### config.mk
export PLATFORM = sky130hd
export DESIGN_NAME = program_memory_sync_flat
export DESIGN_NICKNAME = d
export VERILOG_FILES = /design/src/rtl/program_memory_sync_pkg.sv /design/src/rtl/program_memory_sync_if.sv /design/src/rtl/program_memory_sync_storage.sv /design/src/rtl/program_memory_sync.sv /design/src/flat_wrapper.sv
export SDC_FILE = /design/constraint.sdc
export NUM_CORES = 2
export LEC_CHECK = 0
export CAP_MARGIN = 0
export CELL_PAD_IN_SITES_DETAIL_PLACEMENT = 2
export CELL_PAD_IN_SITES_GLOBAL_PLACEMENT = 2
export CORE_AREA = 2 2 542 544
export DETAILED_ROUTE_END_ITERATION = 10
export DIE_AREA = 0 0 544 546
export GPL_ROUTABILITY_DRIVEN = 1
export HOLD_SLACK_MARGIN = 0.02
export PLACE_DENSITY = 0.82
export SLEW_MARGIN = 20
export SYNTH_ARGS = -nofsm -noshare
export SYNTH_HDL_FRONTEND = slang
export SYNTH_SLANG_ARGS = --single-unit
### constraint.sdc
create_clock -name clk -period 3.8 [get_ports clk]
set_input_delay 0.38 -clock clk [delete_from_list [all_inputs] [get_ports clk]]
set_output_delay 0.38 -clock clk [all_outputs]
set_load 0.02 [all_outputs]
### src/rtl/program_memory_sync_pkg.sv
// Shared types and power-up program image for the synchronous program memory.
package program_memory_sync_pkg;

   typedef logic [15:0] instr_t;

   typedef enum logic {
      PM_IDLE = 1'b0,
      PM_LOAD = 1'b1
   } pm_state_e;

   // Boot image: word0 and word1; every other word powers up as zero.
   localparam instr_t [1:0] DEFAULT_PROGRAM = {16'hB305, 16'hB203};

endpackage

### src/rtl/program_memory_sync_if.sv
// Fetch request/response channels plus the bootloader LOAD port of the program memory.
interface program_memory_sync_if #(
   parameter int DATA_WIDTH = 16,
   parameter int ADDR_WIDTH = 8
);
   // Handshake: a beat transfers on a rising edge where valid & ready are both 1. A source
   // holds valid and its payload stable until the transfer; ready may depend on valid.
   logic                  req_valid;
   logic [ADDR_WIDTH-1:0] req_addr;
   logic                  req_ready;
   logic                  rsp_valid;
   logic [DATA_WIDTH-1:0] rsp_instr;
   logic                  rsp_ready;
   logic                  load_start;
   logic                  load_valid;
   logic [ADDR_WIDTH-1:0] load_addr;
   logic [DATA_WIDTH-1:0] load_data;
   logic                  load_done;
   logic                  loading;
   logic [ADDR_WIDTH:0]   load_count;

   modport master (
      output req_valid, req_addr, rsp_ready,
      output load_start, load_valid, load_addr, load_data, load_done,
      input  req_ready, rsp_valid, rsp_instr, loading, load_count
   );

   modport slave (
      input  req_valid, req_addr, rsp_ready,
      input  load_start, load_valid, load_addr, load_data, load_done,
      output req_ready, rsp_valid, rsp_instr, loading, load_count
   );

endinterface

### src/rtl/program_memory_sync_storage.sv
// 1R1W synchronous word array with a registered read port; contents survive reset.
module program_memory_sync_storage
   import program_memory_sync_pkg::*;
#(
   parameter int DATA_WIDTH = 16,
   parameter int ADDR_WIDTH = 8
) (
   input  logic                  clk,
   input  logic                  rst_n,
   input  logic                  rd_en,
   input  logic [ADDR_WIDTH-1:0] rd_addr,
   output logic [DATA_WIDTH-1:0] rd_data,
   input  logic                  wr_en,
   input  logic [ADDR_WIDTH-1:0] wr_addr,
   input  logic [DATA_WIDTH-1:0] wr_data
);

   localparam int DEPTH = 1 << ADDR_WIDTH;

   logic [DATA_WIDTH-1:0] mem [DEPTH] = '{
      0:       DATA_WIDTH'(DEFAULT_PROGRAM[0]),
      1:       DATA_WIDTH'(DEFAULT_PROGRAM[1]),
      default: '0
   };

   logic [DATA_WIDTH-1:0] rd_data_d;
   logic [DATA_WIDTH-1:0] rd_data_q;

   always_ff @(posedge clk) begin
      if (wr_en) begin
         mem[wr_addr] <= wr_data;
      end
   end

   // Read register only updates on an accepted read, so a stalled response stays stable.
   always_comb begin
      rd_data_d = rd_data_q;
      if (rd_en) begin
         rd_data_d = mem[rd_addr];
      end
   end

   always_ff @(posedge clk or negedge rst_n) begin
      if (!rst_n) begin
         rd_data_q <= '0;
      end else begin
         rd_data_q <= rd_data_d;
      end
   end

   assign rd_data = rd_data_q;

endmodule

### src/rtl/program_memory_sync.sv
// Program memory for the fetch path: 1-cycle valid/ready fetch, plus a bootloader LOAD mode.
module program_memory_sync
   import program_memory_sync_pkg::*;
#(
   parameter int DATA_WIDTH = 16,
   parameter int ADDR_WIDTH = 8
) (
   input  logic                   clk,
   input  logic                   rst_n,
   program_memory_sync_if.slave   bus,
   output pm_state_e              dbg_state
);

   localparam logic [ADDR_WIDTH:0] COUNT_MAX = (ADDR_WIDTH+1)'(1) << ADDR_WIDTH;
   localparam logic [ADDR_WIDTH:0] COUNT_ONE = (ADDR_WIDTH+1)'(1);

   pm_state_e           state_d, state_q;
   logic                rsp_valid_d, rsp_valid_q;
   logic [ADDR_WIDTH:0] load_count_d, load_count_q;
   logic                req_ready;
   logic                rd_en;
   logic                wr_en;

   always_comb begin
      state_d      = state_q;
      rsp_valid_d  = rsp_valid_q;
      load_count_d = load_count_q;
      req_ready    = 1'b0;
      wr_en        = 1'b0;
      case (state_q)
         PM_IDLE: begin
            req_ready = ~rsp_valid_q | bus.rsp_ready;
            if (bus.load_start) begin
               state_d      = PM_LOAD;
               load_count_d = '0;
            end
         end
         PM_LOAD: begin
            // A write coinciding with load_done still lands and is counted.
            wr_en = bus.load_valid;
            if (bus.load_valid && (load_count_q != COUNT_MAX)) begin
               load_count_d = load_count_q + COUNT_ONE;
            end
            if (bus.load_done) begin
               state_d = PM_IDLE;
            end
         end
         default: state_d = PM_IDLE;
      endcase

      rd_en = bus.req_valid & req_ready;
      if (rd_en) begin
         rsp_valid_d = 1'b1;
      end else if (bus.rsp_ready) begin
         rsp_valid_d = 1'b0;
      end
   end

   always_ff @(posedge clk or negedge rst_n) begin
      if (!rst_n) begin
         state_q      <= PM_IDLE;
         rsp_valid_q  <= 1'b0;
         load_count_q <= '0;
      end else begin
         state_q      <= state_d;
         rsp_valid_q  <= rsp_valid_d;
         load_count_q <= load_count_d;
      end
   end

   program_memory_sync_storage #(
      .DATA_WIDTH (DATA_WIDTH),
      .ADDR_WIDTH (ADDR_WIDTH)
   ) u_storage (
      .clk     (clk),
      .rst_n   (rst_n),
      .rd_en   (rd_en),
      .rd_addr (bus.req_addr),
      .rd_data (bus.rsp_instr),
      .wr_en   (wr_en),
      .wr_addr (bus.load_addr),
      .wr_data (bus.load_data)
   );

   assign bus.req_ready  = req_ready;
   assign bus.rsp_valid  = rsp_valid_q;
   assign bus.loading    = (state_q == PM_LOAD);
   assign bus.load_count = load_count_q;
   assign dbg_state      = state_q;

endmodule

### src/flat_wrapper.sv
// flat-port wrapper written by rule: the top's interface ports become plain ports
module program_memory_sync_flat import program_memory_sync_pkg::*;
#(
   parameter int DATA_WIDTH = 16,
   parameter int ADDR_WIDTH = 8
)
  (clk, rst_n, dbg_state, bus_req_valid, bus_req_addr, bus_rsp_ready, bus_load_start, bus_load_valid, bus_load_addr, bus_load_data, bus_load_done, bus_req_ready, bus_rsp_valid, bus_rsp_instr, bus_loading, bus_load_count);
  program_memory_sync_if #(.DATA_WIDTH(DATA_WIDTH), .ADDR_WIDTH(ADDR_WIDTH)) bus_i ();
  input  logic clk;
  input  logic rst_n;
  output pm_state_e dbg_state;
  input wire logic [$bits(bus_i.req_valid)-1:0] bus_req_valid;
  input wire logic [$bits(bus_i.req_addr)-1:0] bus_req_addr;
  input wire logic [$bits(bus_i.rsp_ready)-1:0] bus_rsp_ready;
  input wire logic [$bits(bus_i.load_start)-1:0] bus_load_start;
  input wire logic [$bits(bus_i.load_valid)-1:0] bus_load_valid;
  input wire logic [$bits(bus_i.load_addr)-1:0] bus_load_addr;
  input wire logic [$bits(bus_i.load_data)-1:0] bus_load_data;
  input wire logic [$bits(bus_i.load_done)-1:0] bus_load_done;
  output wire logic [$bits(bus_i.req_ready)-1:0] bus_req_ready;
  output wire logic [$bits(bus_i.rsp_valid)-1:0] bus_rsp_valid;
  output wire logic [$bits(bus_i.rsp_instr)-1:0] bus_rsp_instr;
  output wire logic [$bits(bus_i.loading)-1:0] bus_loading;
  output wire logic [$bits(bus_i.load_count)-1:0] bus_load_count;
  assign bus_i.req_valid = bus_req_valid;
  assign bus_i.req_addr = bus_req_addr;
  assign bus_i.rsp_ready = bus_rsp_ready;
  assign bus_i.load_start = bus_load_start;
  assign bus_i.load_valid = bus_load_valid;
  assign bus_i.load_addr = bus_load_addr;
  assign bus_i.load_data = bus_load_data;
  assign bus_i.load_done = bus_load_done;
  assign bus_req_ready = bus_i.req_ready;
  assign bus_rsp_valid = bus_i.rsp_valid;
  assign bus_rsp_instr = bus_i.rsp_instr;
  assign bus_loading = bus_i.loading;
  assign bus_load_count = bus_i.load_count;
  program_memory_sync #(.DATA_WIDTH(DATA_WIDTH), .ADDR_WIDTH(ADDR_WIDTH)) u_core (.clk(clk), .rst_n(rst_n), .bus(bus_i), .dbg_state(dbg_state));
endmodule
==> results.sh, run 1 <==
export IMPL_status="did not finish"
export IMPL_lastStage="3_5_place_dp"
export IMPL_error="[ERROR DPL-0033] detailed placement checks failed during check placement."
export IMPL_synth_seq_cells=4123
export IMPL_initial_utilization_pct=54.64
export IMPL_port_buffers=67
export IMPL_yosysTopAreaCell="edfxtp_1"
export IMPL_io_pins=68
export IMPL_netlist_top_cells_area="edfxtp_1 77%, mux4_2 11%, mux2i_1 3.2%, nor2_1 0.83%, o22ai_1 0.77%"
export IMPL_async_flop_share_pct=0.6549
export IMPL_dieHeight_um=546
export IMPL_avgSynthCellArea_um2=21.26
export IMPL_ys_flop_type="edfxtp_1"
export IMPL_fp_row_count=199
export IMPL_yosys_warnings=0
export IMPL_synthCells=7508
export IMPL_yosysSeqAreaShare_pct=77.49
export IMPL_netlist_area_um2=159600
export IMPL_ys_types=87
export IMPL_yosysTopAreaCellShare_pct=77.07
export IMPL_place_gp_congestion=0.9555
export IMPL_dp_hpwl_um=482700
export IMPL_synth_nets=7549
export IMPL_die_w_um=544
export IMPL_synth_edf_count=4096
==> through the flow <==
stage | instances | setup TNS (ps) | instance area [µm²] | hold slack (ps)
2_1_floorplan | 7508 | 0 | 159600 | 84.41
3_3_place_gp | 11848 | -2172 | 169500 | 522.4
==> synthesized netlist by cell type (all sizes together), types with 68 or more instances <==
library cell and n:
mux4 818, edfxtp 4096, o221ai 86, a21oi 92
mux2i 507, buf 314, clkbuf 132, nand2 229
nand3 74, nor2 354, o22ai 197, a22oi 69
o21ai 68
==> kinds of logic after synthesis <==
kind of cell,Yosys count,synth area share (%)
mux,1339,14.88
fa+ha+maj,2,0.01568
buf+inv,451,1.977
flops,4123,77.49
xor+xnor,7,0.03842
simple gates,864,2.434
compound gates,722,3.163
==> run 2: changes to the inputs <==
Settings changed: CELL_PAD_IN_SITES_DETAIL_PLACEMENT 2 to default, CELL_PAD_IN_SITES_GLOBAL_PLACEMENT 2 to default, CORE_AREA 2 2 542 544 to 2 2 635 637, DIE_AREA 0 0 544 546 to 0 0 637 639, HOLD_SLACK_MARGIN 0.02 to default, PLACE_DENSITY 0.82 to default, PLACE_DENSITY_LB_ADDON from default to 0.15.
==> run 2 against run 1 <==
  * Synthesized cell count stayed put
  * Synthesized area stayed put
  * The run now ends clean
==> results.sh, run 2 <==
export IMPL_status="completed"
export IMPL_synth_seq_cells=4123
export IMPL_layout_common_cells="4096 x edfxtp_1, 794 x mux4_2, 787 x buf_4, 507 x mux2i_1, 431 x clkbuf_16"
export IMPL_synth_nets=7549
export IMPL_fin_crit_sh_pct=91.42
export IMPL_initial_utilization_pct=39.81
export IMPL_yosysTopAreaCell="edfxtp_1"
export IMPL_final_common_cell="edfxtp_1"
export IMPL_avgSynthCellArea_um2=21.26
export IMPL_cap_violations=0
export IMPL_clk_latency_ps=1000
export IMPL_critPathMaxStageDelay_ps=910
export IMPL_netlist_area_um2=159600
export IMPL_fin_area_um2=186400
export IMPL_dp_hpwl_um=322900
export IMPL_cts_tree="built"
export IMPL_cts_root_buf="clkbuf_16"
export IMPL_pre_cts_ws_ps=-585.9
export IMPL_r2r_cells=7
export IMPL_syn2layout_area_growth_pct=16.77
export IMPL_p_leak_uw=0.05996
export IMPL_io_pins=68
export IMPL_dieArea_um2=407000
export IMPL_drt_pre_antenna_iters=5
export IMPL_vias=82618
export IMPL_grt_start_max_net_pins=143
export IMPL_place_area_um2=172700
export IMPL_yosysTopAreaCellShare_pct=77.07
export IMPL_vdd_drop_max_mv=0.3678
export IMPL_multiInputGateArea_um2=33180
export IMPL_place_gp_congestion=0.8877
export IMPL_cts_resized=0
export IMPL_worst_path_most_repeated_cell="buf_12"
export IMPL_power_switching_uw=21520
export IMPL_netlist_top_cells_area="edfxtp_1 77%, mux4_2 11%, mux2i_1 3.2%, nor2_1 0.83%, o22ai_1 0.77%"
export IMPL_port_buffers=67
export IMPL_gr_usage_met3_pct=3.881
export IMPL_fin_nets=8534
export IMPL_cts_max_path_buffers=4
export IMPL_cp_arrival_ps=4360
export IMPL_setup_slack_ps=326.1
export IMPL_startpoint_type="input port"
export IMPL_dieHeight_um=639
export IMPL_regArea_um2=123700
export IMPL_slew_headroom_pct=18.73
export IMPL_yosysSeqAreaShare_pct=77.49
export IMPL_synth_edf_count=4096
export IMPL_internal_power_uw=75050
export IMPL_yosys_warnings=0
export IMPL_r2r_start="u_core.u_storage.mem[211][12]"
export IMPL_worstPathRequired_ps=4690
export IMPL_ys_types=87
export IMPL_cts_buffers=426
export IMPL_maxSlewViolCount=0
export IMPL_tightest_slew_ps=1188
export IMPL_hold_buffers=20
export IMPL_routed_wl_um=499100
export IMPL_power_density_nw_per_um2=518.2
export IMPL_switching_share_pct=22.29
export IMPL_largest_reg_flops=4096
export IMPL_fp_row_count=233
export IMPL_min_from="bus_rsp_ready"
export IMPL_top_register="u_core.u_storage.mem"
export IMPL_rsz0062_at_grt="no"
export IMPL_p_comb_share_pct=5.8
export IMPL_layout_cells_non_filler=14150
export IMPL_clkTransAtPathRegs_ps=70
export IMPL_viasPerCell=5.839
export IMPL_setup_violations=0
export IMPL_hp_class="in -> reg"
export IMPL_busiest_layer="met2"
export IMPL_ant_nets=0
export IMPL_hold_end="u_core.bus.rsp_valid"
export IMPL_reg2reg_slack_ps=540
export IMPL_fin_skew_ps=51.37
export IMPL_antenna_found_initial=25
export IMPL_grt_use_met2_pct=40.08
export IMPL_coreArea_um2=400900
export IMPL_grt_overflow_total=0
export IMPL_critPathCaptureType="flop"
export IMPL_worst_path_max_delay_cell="a211oi_1"
export IMPL_ys_flop_type="edfxtp_1"
export IMPL_grt_pass1_vias=82395
export IMPL_netlist_top_cells_count="4096 x edfxtp_1, 794 x mux4_2, 507 x mux2i_1, 354 x nor2_1, 229 x nand2_1"
export IMPL_max_freq_mhz=287.9
export IMPL_rr_endpoint="u_core.u_storage.rd_data[12]"
export IMPL_h_tree_depth=5
export IMPL_synthCells=7508
export IMPL_synth_most_common_cell="edfxtp_1"
export IMPL_global_route_usage_met1_pct=32.64
export IMPL_cts_sink_count=4123
export IMPL_drtIter0Drc=9835
export IMPL_hold_viol_final=0
export IMPL_drive_above_1_share_pct=28.23
export IMPL_die_w_um=637
export IMPL_clkPwrFrac_pct=42.0
export IMPL_nFillCells=33360
export IMPL_dp_cells=13332
export IMPL_p_seq_share_pct=52.2
export IMPL_min_period_ps=3474
export IMPL_gr_usage_all_layers_pct=24.15
export IMPL_path_cells="buf_16 -> buf_12 -> buf_12 -> buf_12 -> mux2i_1 -> o22ai_1 -> a211oi_1 -> a21oi_1 -> buf_4 -> and4_1 -> a221o_1"
export IMPL_hold_depth=3
export IMPL_cts_setup_buffers=0
export IMPL_wire_per_inst_um=35.27
export IMPL_async_flop_share_pct=0.6549
export IMPL_worst_setup_path_type="in -> reg"
export IMPL_path_max_fanout=31
export IMPL_grt_pass1_wl_um=683800
export IMPL_post_route_drc_count=0
-- run 2: cell counts after synthesis --
Identical to the previous run, type by type.
-- run 2: metrics by stage --
stage                     hold slack (ps)  power [µW]  util [%]  TNS, ps
after global routing                70.33       99110     46.48        0
final                               68.32       96570     46.49        0
after global placement              479.3       56920     43.09    -3066
after floorplan                     84.41       53690         -        0
after detailed placement            482.5       56990     43.09    -2567
after CTS                           2.282       97260     46.48        0
-- run 2: layer usage --
metal  share of wire (%)  vias up
met5              0.0080        -
met4                 3.6        6
met3                 6.8      689
met2                  49     3230
met1                  41    45076
li1                    -    33617
-- run 2: power groups by stage --
stage                     registers [µW]  logic [µW]  clock network, µW
final                              50400        5640              40600
after global routing               50300        5860              42900
after CTS                          50400        5700              41200
after detailed placement           51300        5660                  0
after global placement             51300        5600                  0
after floorplan                    51200        2460                  0
-- run 2: worst max-delay path, delay by kind of cell --
family / cells / cell delay, ps
AND/OR/NAND/NOR: 1 / 280
multiplexers: 1 / 600
AO/OA/AOI/OAI: 4 / 1810
buffers and inverters: 5 / 1080
-- run 2: logic make-up (layout without fill, tap and decap cells) --
kind of cell,after synthesis,in the layout,share of synthesized area (%)
compound gates,722,722,3.163
xor+xnor,7,7,0.03842
fa+ha+maj,2,2,0.01568
buf+inv,451,1792,1.977
flops,4123,4123,77.49
mux,1339,1339,14.88
other cells,0,14,0
simple gates,864,864,2.434
-- run 2: how the worst max path moves through the flow --
stage | from | endpoint | slack [ps] | cells past startpoint
global placement | bus_req_addr[0] | u_core.u_storage.rd_data[9] | -640 | 13
floorplan | u_core.bus.loading | u_core.u_storage.mem[175][0] | 1090 | 6
CTS | bus_req_addr[0] | u_core.u_storage.rd_data[12] | 490 | 11
global route | bus_req_addr[0] | u_core.u_storage.rd_data[12] | 470 | 11
detailed placement | bus_req_addr[0] | u_core.u_storage.rd_data[12] | -590 | 11
finish | bus_req_addr[0] | u_core.u_storage.rd_data[12] | 330 | 11
-- run 2: layout make-up --
type / instances / share of cell area (%)
multi-input cells: 2934 / 17.80
clock inverters: 242 / 1.137
well taps: 5287 / 3.550
clock buffers: 542 / 6.038
repair buffers: 1003 / 5.072
flip-flops and latches: 4123 / 66.36
inverters: 5 / 0.01678
diodes: 14 / 0.01880
No activity file was read; power rests on OpenSTA's default activity.
